### config.mk
export PLATFORM = sky130hd
export DESIGN_NAME = readback_scheduler
export DESIGN_NICKNAME = d
export VERILOG_FILES = /design/src/rtl/readback_scheduler.sv
export SDC_FILE = /design/constraint.sdc
export NUM_CORES = 1
export LEC_CHECK = 0
export ABC_AREA = 1
export CORE_MARGIN = 4
export CORE_UTILIZATION = 51
export CTS_CLUSTER_SIZE = 12
export DETAILED_ROUTE_END_ITERATION = 10
export GPL_TIMING_DRIVEN = 0
export PLACE_DENSITY = 0.84
export SLEW_MARGIN = 5
export SYNTH_ARGS = -nofsm -noshare
export SYNTH_HDL_FRONTEND = slang
export SYNTH_SLANG_ARGS = --single-unit
### constraint.sdc
create_clock -name clock -period 5.6 [get_ports clock]
set_input_delay 0.56 -clock clock [delete_from_list [all_inputs] [get_ports clock]]
set_output_delay 0.56 -clock clock [all_outputs]
set_load 0.01 [all_outputs]
### src/rtl/readback_scheduler.sv
// Readback scheduler: after a capture, walks sample memory downward from the
// newest sample, handing one 32-bit word at a time to the serial transmitter
// and waiting for it to drain. Also forwards host ID requests while idle.
module readback_scheduler #(
  parameter int AW          = 13,
  parameter int MEM_LATENCY = 1
) (
  input  logic          clock,
  input  logic          reset,
  input  logic          run,
  input  logic          abort,
  input  logic [AW-1:0] startAddr,
  input  logic [AW:0]   sampleCount,
  input  logic          idRequest,
  output logic          memRead,
  output logic [AW-1:0] memAddr,
  input  logic [31:0]   memData,
  output logic [31:0]   txData,
  output logic          txWrite,
  output logic          txId,
  input  logic          txBusy,
  output logic          active,
  output logic          done
);

  localparam logic [2:0] IDLE    = 3'd0;
  localparam logic [2:0] READ    = 3'd1;
  localparam logic [2:0] MEMWAIT = 3'd2;
  localparam logic [2:0] SEND    = 3'd3;
  localparam logic [2:0] HOLD    = 3'd4;
  localparam logic [2:0] DRAIN   = 3'd5;

  localparam logic [1:0] LAT_INIT = 2'(MEM_LATENCY);

  logic [2:0]  state;
  logic [AW:0] remaining;
  logic [1:0]  lat_cnt;
  logic        id_path;

  // Read and write strobes follow the state directly, so an abort or reset
  // drops them the moment the state leaves READ/SEND.
  always_comb begin
    memRead = (state == READ);
    txWrite = (state == SEND);
    active  = (state != IDLE);
  end

  // Sequencer: one sample per pass READ -> MEMWAIT -> SEND -> HOLD -> DRAIN.
  always_ff @(posedge clock or posedge reset) begin
    if (reset) begin
      state     <= IDLE;
      memAddr   <= '0;
      txData    <= '0;
      remaining <= '0;
      lat_cnt   <= '0;
      id_path   <= 1'b0;
      txId      <= 1'b0;
      done      <= 1'b0;
    end else begin
      txId <= 1'b0;
      done <= 1'b0;
      if (state != IDLE && abort) begin
        state <= IDLE;
        done  <= 1'b1;
      end else begin
        case (state)
          IDLE: begin
            if (run && !abort) begin
              memAddr   <= startAddr;
              remaining <= sampleCount;
              id_path   <= 1'b0;
              if (sampleCount == '0) done  <= 1'b1;
              else                   state <= READ;
            end else if (idRequest) begin
              // ID send reuses HOLD/DRAIN to wait out the transmitter
              txId    <= 1'b1;
              id_path <= 1'b1;
              state   <= HOLD;
            end
          end
          READ: begin
            lat_cnt <= LAT_INIT;
            state   <= MEMWAIT;
          end
          MEMWAIT: begin
            if (lat_cnt == 2'd1) begin
              txData <= memData;
              state  <= SEND;
            end else begin
              lat_cnt <= lat_cnt - 2'd1;
            end
          end
          SEND: begin
            memAddr   <= memAddr - AW'(1);
            remaining <= remaining - (AW+1)'(1);
            state     <= HOLD;
          end
          HOLD: begin
            // busy from the transmitter is registered; not yet valid here
            state <= DRAIN;
          end
          DRAIN: begin
            if (!txBusy) begin
              if (!id_path && remaining != '0) begin
                state <= READ;
              end else begin
                state <= IDLE;
                done  <= !id_path;
              end
            end
          end
          default: state <= IDLE;
        endcase
      end
    end
  end

endmodule
## Yosys cells after proc, flatten, opt, wreduce, memory -nomap -nowiden

Index checks and enable logic that the tools add are counted.

- Input bits: 65
- Output and inout port bits: 50
- Bits in registers: 67
- Logic and storage cells: 67

- Reduce and logical (&&, ||, !) cells: 17
- Equality and inequality tests: 12
- Muxes and demuxes: 26
- Add/sub/neg operators: 3
- Bitwise operators: 1

Operators with widths:

| cell | count |
|---|---|
| one-hot mux 14 bit (2 select lines) | 1 |
| one-hot mux 13 bit (2 select lines) | 1 |
| 2-to-1 mux 3 bit | 6 |
| one-hot mux 3 bit (6 select lines) | 1 |
| zero test 14 bit | 1 |
| 2-to-1 mux 14 bit | 1 |
| nonzero test 14 bit | 1 |
| subtractor 14 x 1 -> 14 bit (second input constant) | 1 |
| 2-to-1 mux 13 bit | 1 |
| subtractor 13 x 1 -> 13 bit (second input constant) | 1 |
| 2-to-1 mux 1 bit | 12 |
| AND reduction 3 bit | 4 |
| inequality test 4 bit (second input constant) | 2 |
| == test 3 x 2 -> 1 bit (second input constant) | 2 |
| == test 3 bit (second input constant) | 2 |
| inequality test 3 bit (second input constant) | 2 |
| nonzero test 2 bit | 3 |
| inequality test 2 bit (second input constant) | 2 |
| one-hot mux 2 bit (2 select lines) | 1 |
| AND reduction 4 bit | 1 |
| == test 3 x 1 -> 1 bit (second input constant) | 1 |
| logical AND 1 bit | 3 |
| zero test 3 bit | 1 |
| nonzero test 3 bit | 1 |
| other kinds (6) | 7 |

## Depth between registers and ports, before layout

Gate-level depths: netlist of run 1.

- Word-level depth: 6
- Depth in mapped cells: 10

## Worst setup path before layout of run 1

No wires, ideal clock.

- Path kind: input port to flip-flop
- From: input abort
- To: register remaining[3]
- Setup time: 0.125 ns
- Path buffers: 1
- Path slack: 4.108 ns
- Data required time: 5.475 ns
- Cell stages on the path: 9
- Arrival time: 1.367 ns
- Cell sequence: inv_1 > nand2_1 > nor2_4 > inv_2 > nand2_4 > inv_2 > buf_6 > a21oi_1 > o21ai_1

- Longest elaborated chain between the ends: 4

RTL lines:

| element | RTL line | text |
|---|---|---|
| start: declaration | 11 | `input logic abort,` |
| zero test 1 bit | 68 | `if (run && !abort) begin` |
| logical AND 1 bit | 68 |  |
| inequality test 2 bit (no line) | - |  |
| AND reduction 3 bit (no line) (*) | - |  |
| end signal: assignment | 70 | `remaining <= sampleCount;` |
| end signal: assignment | 95 | `remaining <= remaining - (AW+1)'(1);` |
| end: declaration | 36 | `logic [AW:0] remaining;` |

Mark *: on every way between the ends. The rest lies on a longest branch, timed or not.
A chain may end at the register's enable or synchronous reset.

## Worst setup path in the final report of run 1

- From: register state[2]
- To: output txWrite

- Longest elaborated chain between the ends: 1

RTL lines:

| element | RTL line | text |
|---|---|---|
| start: declaration | 35 | `logic [2:0] state;` |
| start signal: assignment | 51 | `state <= IDLE;` |
| start signal: assignment | 63 | `state <= IDLE;` |
| start signal: assignment | 73 | `else state <= READ;` |
| == test 3 x 2 -> 1 bit | 44 | `txWrite = (state == SEND);` |
| end: declaration | 19 | `output logic txWrite,` |

Every way passes these cells.

==> metrics.sh, run 1 <==
FINAL_CORE_UTILIZATION=0.7494
GLOBALROUTETOTALUTIL=0.2457
FINAL_CLOCK_SKEW_NS=0.01244
ANTENNA-DIODE-COUNT=0
HTREEDEPTH=3
WORST_PATH_MAX_DELAY_CELL='clkdlybuf4s50_1'
START_KIND='flop'
POST_SYNTH_NUM_CELL_TYPES=32
CLKTRANSATPATHREGS_NS=0.08
NUM_CTS_BUFFERS=9
P_SW_FRAC=0.3875
DETAILROUTE.VIA_COUNT=3441
FINAL_SETUP_SLACK_OF_THE_WORST_PATH_NS=2.978
CTSRESIZECOUNT=0
SEQUENCE_OF_CELLS_ON_THE_CRITICAL_PATH='inv_1 -> nand3_4 -> inv_2 -> buf_2 -> clkdlybuf4s50_1'
TIMING.MAX_CAP.VIOLATIONS=0
ROUTED_WIRE_LENGTH_PER_INSTANCE_UM=16.08
ROUTED_VIA_DENSITY=5.270
CHIPHEIGHT_UM=93.55
FINAL_CELL_MIX='clkdlybuf4s50_1 (114), nand2_1 (85), dfrtp_1 (67)'
PART_OF_THE_YOSYS_AREA_USED_FOR_SEQUENTIAL_ELEMENTS=0.4492
START_UTIL=0.5375
ENDPOINT_KIND='output port'
ADDER_AND_MAJORITY_CELL_FRACTION_OF_THE_SYNTHESIZED_AREA=0.01006
DRT_ITER0_DRC=256
SYNTH-WARNING-COUNT=0
FP.DIEW_UM=93.55
CRITICAL_PATH.MAX_STAGE_DELAY_NS=0.59
WORSTPATHMAXFANOUT=10
WORST_SLEW_MARGIN_REL=0.4558
WORST_IR_DROP_VDD_mV=0.2424
RSZ_0062_RAISED_AFTER_GLOBAL_ROUTING='false'
TRITONCTS='built'
SYN_TO_FINAL_GROWTH_PCT=39.42
LEFTOVER_OVERFLOW_AT_THE_END_OF_GLOBAL_ROUTING=0
POWER.SHARE.SEQUENTIAL=0.349
NUM_PORTS=115
POST-ROUTE-MIN-PERIOD_NS=2.622
FINALHOLDVIOLCOUNT=0
CTS.PATH.MAX_BUFFERS=2
SYNTH-SIMPLE-AREA-SHARE=0.2323
COMBINATIONAL_FAMILY_WITH_THE_MOST_AREA_AFTER_SYNTHESIS='simple AND/OR/NAND/NOR gates'
TIGHTEST_SLEW_NS=0.8164
INITIAL_ANTENNA_VIOLATION_COUNT=0
REMAINING_DRC_ERRORS=0
DETAIL_ROUTE.WIRELENGTH_UM=10500
COMB_POWER_SHARE=0.483
POST_CTS_HOLD_BUFFER_COUNT=0
SYNTH-XOR-AREA-SHARE=0.007040
PLACE_CONGESTION=0.9134
CRIT_REQUIRED_NS=5.04
FINAL_ANTENNA_NET_COUNT=0
PWR_DENSITY_CELL_nW_PER_UM2=484.3
INTPOWER_mW=1.544
FINAL_COMMON_CELL='clkdlybuf4s50_1'
VIAS_IN_THE_FIRST_GLOBAL_ROUTE=3480
HOLDCRITPATHCLASS='reg -> reg'
DETAIL_ROUTE.FIRST_PASS.ITERATIONS=5
SYNTH.NET_COUNT=495
POWER.SHARE.CLOCK=0.168
PLACE.PORT_BUFFERS=114
SYN-CELL-AREA_UM2=3732
POST_ROUTE_CELLS_DRIVE_ABOVE_1_SHARE=0.1382
POSTLAYOUTCELLAREA_UM2=5204
TIMING.CRITICAL_PATH.MAX_DELAY_FAMILY='buffers and inverters'
POST_SYNTH_MUX_AREA_SHARE=0.1267
SYN_AVG_CELL_AREA_UM2=8.741
REPORT.FINAL.SLEW_VIOL_COUNT=0
FMAXACHIEVABLE_MHz=381.4
FLOORPLAN.DIE_AREA_UM2=8751
COMPOUND_GATE_FRACTION_OF_SYNTH_AREA=0.09487
PIN_COUNT_OF_THE_BIGGEST_NET_ENTERING_GLOBAL_ROUTING=68
HPWL_UM=7864
FINAL.SETUP.TNS_NS=0
PLACEMENT_ROWS=30
OUTCOME='finished, final reports clean'
SETUP_FIX_BUFS_POST_CTS=0
FINAL.PERIOD_UTILIZATION=0.4682
PRE_CTS_SLACK_NS=3.383
WORST_PATH_BUF_INV=4
NUM-NETS-FINAL=620
NUMBER_OF_SYNTHESIZED_REGISTER_BITS=67
CP.ARRIVAL_NS=2.06
FIN_WORST_HOLD_SLACK_NS=0.4949
NETLIST_INSTANCES=427
GRT_FIRST_PASS_WIRELENGTH_UM=16860
P_SWITCHING_mW=0.9767
FINALSETUPVIOLATIONS=0
PATH_CLASS='reg -> out'
CORE_UM2=6944
DPL_CELL_AREA_UM2=4996
FILLCELLCOUNT=500
NUMCLOCKSINKS=67
CLK-INSERTION-DELAY-LATE_NS=0.35
POWER_LEAKAGE_nW=2.481
CLOCKROOTBUFFER='clkbuf_8'
[logic make-up after synthesis]
logic type	count (synthesis)
AND/OR/NAND/NOR	196
adder cells (fa/ha/maj)	3
flip-flops	67
AO/OA/AOI/OAI	66
multiplexers	32
XOR/XNOR	3
buffers and inverters	60
[routing by layer]
layer	wire length, um	share of wire	up-vias	GRT usage
met5	0	0	-	0
met4	281	0.027	0	0.1059
met3	751	0.072	29	0.03701
met2	5452	0.52	171	0.4247
met1	4014	0.38	1600	0.3044
li1	-	-	1641	-
[cell type report]
cell class | count | area, um^2 | area share
Buffer | 14 | 125.1 | 0.02404
Clock buffer | 9 | 123.9 | 0.02380
Clock inverter | 7 | 83.83 | 0.01611
Inverter | 46 | 175.2 | 0.03366
Multi-Input combinational cell | 300 | 1758 | 0.3378
Sequential cell | 67 | 1677 | 0.3222
Tap cell | 96 | 120.1 | 0.02308
Timing Repair Buffer | 114 | 1141 | 0.2193
[synthesized netlist by cell type]
library cell	number	area share
xor2_1	3	0.0070
clkbuf_1	3	0.0030
buf_6	1	0.0030
nand2_2	2	0.0034
mux2_2	2	0.0060
o21bai_1	1	0.0020
nand3_1	27	0.036
ha_1	3	0.010
buf_4	3	0.0060
buf_12	3	0.016
inv_1	42	0.042
buf_2	4	0.0054
o21ai_1	13	0.017
mux2_4	30	0.12
nand3_4	1	0.0047
nand4_1	5	0.0084
nor3_1	7	0.0094
nand2_1	85	0.085
a31oi_1	1	0.0017
o21ai_2	2	0.0047
a22oi_1	1	0.0020
nor2_1	60	0.060
inv_2	4	0.0040
o21ai_0	31	0.042
a21oi_1	12	0.016
nor2_4	3	0.0091
o211ai_1	3	0.0060
nor4_1	1	0.0017
nor2_2	1	0.0017
dfrtp_1	67	0.45
o22ai_1	2	0.0034
nand2_4	4	0.012
[path summary, 6_finish.rpt]
path	startpoint	to	slack, ns	cells past startpoint
setup / recovery	state[2]	txWrite	2.98	5
min in group asynchronous	reset	txData[3]	0.70	2
setup reg to reg	state[0]	memAddr[5]	3.96	10
max in group asynchronous	reset	remaining[4]	4.34	2
hold reg to reg	lat_cnt[1]	lat_cnt[1]	0.49	2
hold / removal	lat_cnt[1]	lat_cnt[1]	0.49	2
[worst register-to-register path, cell delays in order, from the launching register on]
cell     delay [ns]
dfrtp_1        0.49
nor2_4         0.20
nand2_4        0.10
nor2_4         0.15
inv_2          0.06
nand2_4        0.10
inv_2          0.06
buf_6          0.14
nor2_1         0.13
o21ai_1        0.09
nand2_1        0.07
[stage by stage]
stage / power, mW / instances
after global routing: 2.693 / 653
after floorplan: 1.547 / 427
after global placement: 2.039 / 637
after detailed placement: 2.092 / 637
final: 2.520 / 653
after CTS: 2.524 / 653
[power groups by stage]
stage          combinational (mW)  clock (mW)  sequential [mW]
3_3_place_gp                 1.17           0            0.867
2_1_floorplan               0.626           0            0.921
5_1_grt                      1.33       0.458            0.908
3_5_place_dp                 1.21           0            0.882
6_report                     1.22       0.425            0.879
4_1_cts                      1.22       0.431            0.876
[registers in the layout, indices dropped and copies added (netlist names)]
signal     cells
txData        32
memAddr       13
state          3
txId           1
lat_cnt        2
remaining     14
id_path        1
done           1
(Power assumes the default switching activity.)
==> inputs of run 2 (changes only) <==
--- a/config.mk
+++ b/config.mk
@@ -7,11 +7,11 @@
 export LEC_CHECK = 0
 export ABC_AREA = 1
 export CORE_MARGIN = 4
-export CORE_UTILIZATION = 51
+export CORE_UTILIZATION = 47
 export CTS_CLUSTER_SIZE = 12
 export DETAILED_ROUTE_END_ITERATION = 10
 export GPL_TIMING_DRIVEN = 0
-export PLACE_DENSITY = 0.84
+export PLACE_DENSITY = 0.78
 export SLEW_MARGIN = 5
 export SYNTH_ARGS = -nofsm -noshare
 export SYNTH_HDL_FRONTEND = slang
==> constraint.sdc (replaced) <==
create_clock -name clock -period 2.69 [get_ports clock]
set_input_delay 0.269 -clock clock [delete_from_list [all_inputs] [get_ports clock]]
set_output_delay 0.269 -clock clock [all_outputs]
set_load 0.01 [all_outputs]
==> run 2 against run 1 <==
Core utilization shrank 7.1 points. Register-to-register slack lost 2.9 ns. Global-route usage shrank 2.8 points. Sequential power grew 110%. Wire length shrank 2.4%. Critical path type unchanged. Critical endpoint unchanged. Highest routed layer unchanged.
==> metrics.sh, run 2 (synthesis gave the netlist of run 1 again) <==
OUTCOME='finished, final reports clean'
TRITONCTS='built'
NUMCLOCKSINKS=67
FP.DIEW_UM=97.12
CTSRESIZECOUNT=0
WORST_PATH_MAX_DELAY_CELL='clkdlybuf4s50_1'
FINALSETUPVIOLATIONS=0
TIGHTEST_SLEW_NS=0.8374
DETAIL_ROUTE.FIRST_PASS.ITERATIONS=7
GRT_FIRST_PASS_WIRELENGTH_UM=16720
CRIT_REQUIRED_NS=2.42
CHIPHEIGHT_UM=97.12
FINAL_COMMON_CELL='clkdlybuf4s50_1'
FINAL.SETUP.TNS_NS=0
FINAL_ANTENNA_NET_COUNT=0
FINAL_CORE_UTILIZATION=0.6783
FINAL_CLOCK_SKEW_NS=0.008607
TIMING.CRITICAL_PATH.MAX_DELAY_FAMILY='buffers and inverters'
GLOBALROUTETOTALUTIL=0.2176
FLOORPLAN.DIE_AREA_UM2=9431
NUM_PORTS=115
MET2_LENGTH_UM=5226
POST-ROUTE-MIN-PERIOD_NS=2.337
REMAINING_DRC_ERRORS=0
REGISTER_WITH_THE_HIGHEST_FLOP_COUNT='txData'
HPWL_UM=7502
WORST_PATH_BUF_INV=4
WORSTPATHMAXFANOUT=10
PIN_COUNT_OF_THE_BIGGEST_NET_ENTERING_GLOBAL_ROUTING=68
DETAILROUTE.VIA_COUNT=3410
TOTAL_POWER_mW=5.366
FINAL.PERIOD_UTILIZATION=0.8688
INITIAL_ANTENNA_VIOLATION_COUNT=0
HTREEDEPTH=3
ANTENNA-DIODE-COUNT=0
CP.ARRIVAL_NS=2.07
CTS.PATH.MAX_BUFFERS=2
CORE_UM2=7727
ROUTED_WIRE_LENGTH_PER_INSTANCE_UM=15.57
LEFTOVER_OVERFLOW_AT_THE_END_OF_GLOBAL_ROUTING=0
ENDPOINT_KIND='output port'
PLACE.PORT_BUFFERS=114
PLACEMENT_ROWS=32
RSZ_0062_RAISED_AFTER_GLOBAL_ROUTING='false'
HOLDCRITPATHCLASS='in -> async'
DR.MAX_LAYER_USED='met4'
LARGESTREGISTERS='txData (32), remaining (14), memAddr (13)'
POST_CTS_HOLD_BUFFER_COUNT=0
VIAS_IN_THE_FIRST_GLOBAL_ROUTE=3417
ROUTED-WL-MET3_UM=586
SYN_TO_FINAL_GROWTH_PCT=40.43
CLOCKROOTBUFFER='clkbuf_8'
POST_ROUTE_CELLS_DRIVE_ABOVE_1_SHARE=0.1367
CLK-INSERTION-DELAY-LATE_NS=0.34
FINALHOLDVIOLCOUNT=0
TIMING.RR.START='state[0]'
START_KIND='flop'
ROUTED_VIA_DENSITY=5.182
CLKTRANSATPATHREGS_NS=0.08
SETUP_FIX_BUFS_POST_CTS=0
DRT_ITER0_DRC=208
WORST_IR_DROP_VDD_mV=0.5555
LARGEST_REGISTER_FFS=32
FIRST_ELEMENT_OF_THE_CRITICAL_PATH='state[2]'
START_UTIL=0.4830
PWR_DENSITY_CELL_nW_PER_UM2=1024
DETAIL_ROUTE.WIRELENGTH_UM=10240
PATH_CLASS='reg -> out'
WORST_SLEW_MARGIN_REL=0.4417
SEQUENCE_OF_CELLS_ON_THE_CRITICAL_PATH='inv_1 -> nand3_4 -> inv_2 -> buf_2 -> clkdlybuf4s50_1'
POWER_LEAKAGE_nW=2.490
FINAL_CELL_MIX='clkdlybuf4s50_1 (114), nand2_1 (85), dfrtp_1 (67)'
ROUTEDLENGTHMET1_UM=4302
REPORT.FINAL.SLEW_VIOL_COUNT=0
NUM_CTS_BUFFERS=9
PLACE_CONGESTION=0.9443
TIMING.MAX_CAP.VIOLATIONS=0
NUM-NETS-FINAL=620
FMAXACHIEVABLE_MHz=427.9
CRITICAL_PATH.MAX_STAGE_DELAY_NS=0.58
==> run 2: changes by cell type in the layout (fill, tap and decap cells not counted) <==
cell	previous run	this run
inv_8	1	0
bufinv_16	1	3
inv_6	2	1
clkinvlp_4	1	2
clkinv_4	2	0
==> run 2: worst paths after layout <==
path / endpoint / slack [ns] / depth (start not counted)
max in group asynchronous: txData[13] / 1.70 / 2
max reg2reg: memAddr[10] / 1.09 / 10
max: txWrite / 0.35 / 5
min reg2reg: lat_cnt[1] / 0.50 / 2
min: txData[26] / 0.43 / 2
min in group clock: lat_cnt[1] / 0.50 / 2
==> run 2: worst register-to-register path, stage by stage (launching register included) <==
cell and delay [ns]:
dfrtp_1 0.49, nor2_4 0.20, nand2_4 0.09, nor2_4 0.14
inv_2 0.06, nand2_4 0.09, inv_2 0.06, buf_6 0.15
nor2_1 0.12, nand2_1 0.09, o21ai_2 0.06
==> run 2: through the flow <==
stage               area, um^2  setup WS [ns]  hold slack (ns)  std cells
CTS                       5241         0.3381           0.4727        658
global route              5241         0.2616           0.5165        658
finish                    5241         0.3528           0.4306        658
floorplan                 3732         0.7378           0.3976        427
detailed placement        5004         0.7255           0.4854        643
global placement          5001        -0.4471           0.4689        643
==> run 2: power breakdown <==
part	total (mW)	switching [mW]	internal [mW]	leakage [nW]
combinational	2.51	1.20	1.31	1.54
clock	1.04	0.422	0.614	0.112
sequential	1.82	0.364	1.46	0.834
==> run 2: layer usage <==
metal  GRT usage  vias to the layer above
met1      0.2827                     1617
met4     0.07667                        0
met2      0.3753                      139
met3     0.02513                        9
li1            -                     1645
met5           0                        -
==> run 2: area by class of cell <==
type	count	area, um^2
buffer	14	125.1
clock inverter	6	113.9
timing repair buffer	114	1141
sequential	67	1677
tap	102	127.6
multi-input combinational	300	1758
fill	600	2486
clock buffer	9	123.9
inverter	46	175.2
==> inputs of run 3 (changes only) <==
--- a/config.mk
+++ b/config.mk
@@ -5,9 +5,8 @@
 export SDC_FILE = /design/constraint.sdc
 export NUM_CORES = 1
 export LEC_CHECK = 0
-export ABC_AREA = 1
 export CORE_MARGIN = 4
-export CORE_UTILIZATION = 47
+export CORE_UTILIZATION = 46
 export CTS_CLUSTER_SIZE = 12
 export DETAILED_ROUTE_END_ITERATION = 10
 export GPL_TIMING_DRIVEN = 0
==> run 3 against run 2 <==
Critical path depth grew 1. Wire length decreased by 3.0%. Global-route usage grew 0.28 points. Cell area fell by 6.5%. Clock-buffer cell count is 1 higher. Combinational power is 14% lower. Critical path type unchanged. Critical endpoint unchanged. Highest routed layer unchanged.
==> metrics.sh, run 3 <==
DETAIL_ROUTE.WIRELENGTH_UM=9934
WORST_IR_DROP_VDD_mV=0.4703
PIN_COUNT_OF_THE_BIGGEST_NET_ENTERING_GLOBAL_ROUTING=68
SYN_TO_FINAL_GROWTH_PCT=41.85
FINAL_CLOCK_SKEW_NS=0.01064
SYNTH.AREA.TOP_CELLS='dfrtp_1 (49%), mux2_2 (10%), a21oi_1 (3.6%)'
GLOBALROUTETOTALUTIL=0.2203
PLACE.PORT_BUFFERS=114
FINALHOLDVIOLCOUNT=0
SYNTH_LARGEST_TYPE_AREA_FRACTION=0.4852
FINAL_COMMON_CELL='clkdlybuf4s50_1'
START_UTIL=0.4739
SYNTH_TOP_FLOP_CELL='dfrtp_1'
WORST_SLEW_MARGIN_REL=0.4492
ROUTED_VIA_DENSITY=5.709
CHIPHEIGHT_UM=94.68
SYNTH.NET_COUNT=412
REGISTER_WITH_THE_HIGHEST_FLOP_COUNT='txData'
WORSTPATHMAXFANOUT=10
PLACEMENT_ROWS=31
FINAL.PERIOD_UTILIZATION=0.9648
YS_ASYNC_SR_FRACTION=1.000
LAYOUTNONFILLERINSTCOUNT=573
POST_SYNTH_NUM_CELL_TYPES=57
TIGHTEST_SLEW_NS=0.8261
LARGEST_REGISTER_FFS=32
CLK-INSERTION-DELAY-LATE_NS=0.35
WORST-R2R-SETUP-SLACK_NS=0.56
HTREEDEPTH=3
SYNTHMOSTINSTANTIATEDCELL='dfrtp_1'
SYNTH.TOP_CELLS.BY_COUNT='dfrtp_1 (67), mux2_2 (32), nor2_1 (26)'
LEFTOVER_OVERFLOW_AT_THE_END_OF_GLOBAL_ROUTING=0
FINAL_ANTENNA_NET_COUNT=0
DETAILROUTE.VIA_COUNT=3271
VIAS_IN_THE_FIRST_GLOBAL_ROUTE=3145
DRT_ITER0_DRC=166
CELL_TYPE_WITH_THE_LARGEST_TOTAL_AREA_AFTER_SYNTHESIS='dfrtp_1'
NETLIST_INSTANCES=344
FILLCELLCOUNT=590
INITIAL_ANTENNA_VIOLATION_COUNT=0
NUM_PORTS=115
FLOORPLAN.DIE_AREA_UM2=8963
POWER_LEAKAGE_nW=1.949
DETAIL_ROUTE.FIRST_PASS.ITERATIONS=5
CRIT-REG2REG-CAPTURE='memAddr[4]'
GRT_FIRST_PASS_WIRELENGTH_UM=15390
NUM-NETS-FINAL=537
POST_ROUTE_CELLS_DRIVE_ABOVE_1_SHARE=0.1435
TRITONCTS='built'
ANTENNA-DIODE-COUNT=0
CP.ARRIVAL_NS=2.33
RSZ_0062_RAISED_AFTER_GLOBAL_ROUTING='false'
OUTCOME='finished, final reports clean'
CTS.PATH.MAX_BUFFERS=2
START_KIND='flop'
DP_CELLS=557
PLACE_CONGESTION=0.8377
PRE_CTS_SLACK_NS=0.1158
PWR_DENSITY_CELL_nW_PER_UM2=967.3
FP.DIEW_UM=94.68
REMAINING_DRC_ERRORS=0
FINAL_SETUP_SLACK_OF_THE_WORST_PATH_NS=0.09466
LARGESTREGISTERS='txData (32), remaining (14), memAddr (13)'
PART_OF_THE_YOSYS_AREA_USED_FOR_SEQUENTIAL_ELEMENTS=0.4852
HPWL_UM=7319
SYN_AVG_CELL_AREA_UM2=10.05
SYNTH-WARNING-COUNT=0
CLKTRANSATPATHREGS_NS=0.08
FINAL_CELL_MIX='clkdlybuf4s50_1 (114), dfrtp_1 (67), mux2_2 (32)'
CORE_UM2=7292
SYNTH_ENABLE_FLOP_CELLS=0
TIMING.MAX_CAP.VIOLATIONS=0
REPORT.FINAL.SLEW_VIOL_COUNT=0
CLOCKROOTBUFFER='clkbuf_8'
CRIT_REQUIRED_NS=2.42
ROUTED_WIRE_LENGTH_PER_INSTANCE_UM=17.34
FINAL.SETUP.TNS_NS=0
TIMING.RR.START='state[0]'
PATH_CLASS='reg -> out'
ENDPOINT_KIND='output port'
NUMBER_OF_SYNTHESIZED_REGISTER_BITS=67
NUMCLOCKSINKS=67
R2R_CELL_COUNT=6
HOLDCRITPATHCLASS='in -> async'
FINALSETUPVIOLATIONS=0
FMAXACHIEVABLE_MHz=385.3
SYN-CELL-AREA_UM2=3456
NUM_CTS_BUFFERS=9
POST-ROUTE-MIN-PERIOD_NS=2.595
## run 3: cell count changes in the layout (fill, tap and decap cells not counted), moves of 12 or more
cell      change
clkbuf_1     +12
nand3_1      -16
a21oi_1      +13
inv_1        -32
mux2_2       +30
mux2_4       -30
nand2_1      -63
nor2_1       -34
o21ai_1      -13
## run 3: critical path, stage by stage (launching register included)
cell             delay (ns)
dfrtp_1                0.33
clkbuf_1               0.22
nand3b_1               0.18
inv_1                  0.19
clkbuf_4               0.26
clkbuf_4               0.24
clkdlybuf4s50_1        0.56
## run 3: how the worst max path moves through the flow
stage,start,cells after the start,slack (ns),to
after detailed placement,state[1],6,0.12,txWrite
after global placement,reset,2,-0.45,memAddr[5]
after floorplan,reset,1,0.74,done
after global routing,state[0],6,0.03,txWrite
after CTS,state[0],6,0.05,txWrite
final,state[0],6,0.09,txWrite
## run 3: layer usage
layer / vias to the layer above / share of wire / global-route usage
met5: - / 0 / 0
met4: 0 / 0.015 / 0.08534
met3: 15 / 0.091 / 0.04462
met2: 185 / 0.45 / 0.3588
met1: 1543 / 0.44 / 0.2886
li1: 1528 / - / -
## run 3: stage by stage
stage / hold WS (ns) / total power, mW / cell area, um^2 / util
global placement: 0.4620 / 3.919 / 4721 / 0.6474
CTS: 0.4788 / 4.740 / 4897 / 0.6716
floorplan: 0.3769 / 2.935 / 3456 / -
detailed placement: 0.4774 / 4.003 / 4723 / 0.6477
finish: 0.4383 / 4.742 / 4902 / 0.6723
global route: 0.5147 / 5.034 / 4902 / 0.6723
## run 3: repair_timing
action,in CTS,in global routing
resized for setup,0,2
setup buffers,1,0
pin swaps,1,0
endpoints found under the setup margin,1,1
hold buffers,0,0
## run 3: kinds of logic (layout without fill, tap and decap cells)
family	count (synthesis)	in the layout	share of synthesized area
AND/OR/NAND/NOR	110	110	0.1713
flip-flops	67	67	0.4852
buffers and inverters	34	164	0.03983
AO/OA/AOI/OAI	95	95	0.1800
XOR/XNOR	1	1	0.002535
adder cells (fa/ha/maj)	3	3	0.01086
multiplexers	34	34	0.1104
## run 3: power breakdown
part | leakage [nW] | switching (mW) | total [mW] | internal [mW]
logic | 1.04 | 0.978 | 2.17 | 1.19
registers | 0.826 | 0.387 | 1.83 | 1.45
clock network | 0.0822 | 0.406 | 0.740 | 0.334
total | 1.95 | 1.77 | 4.74 | 2.97
## run 3: area by class of cell
| class | count | area, um^2 | area share |
|---|---|---|---|
| multi-input combinational | 243 | 1642 | 0.3349 |
| tap | 99 | 123.9 | 0.02527 |
| clock buffer | 10 | 127.6 | 0.02603 |
| timing repair buffer | 115 | 1149 | 0.2343 |
| clock inverter | 6 | 42.54 | 0.008678 |
| sequential | 67 | 1677 | 0.3420 |
| inverter | 10 | 40.04 | 0.008167 |
| buffer | 23 | 101.3 | 0.02067 |
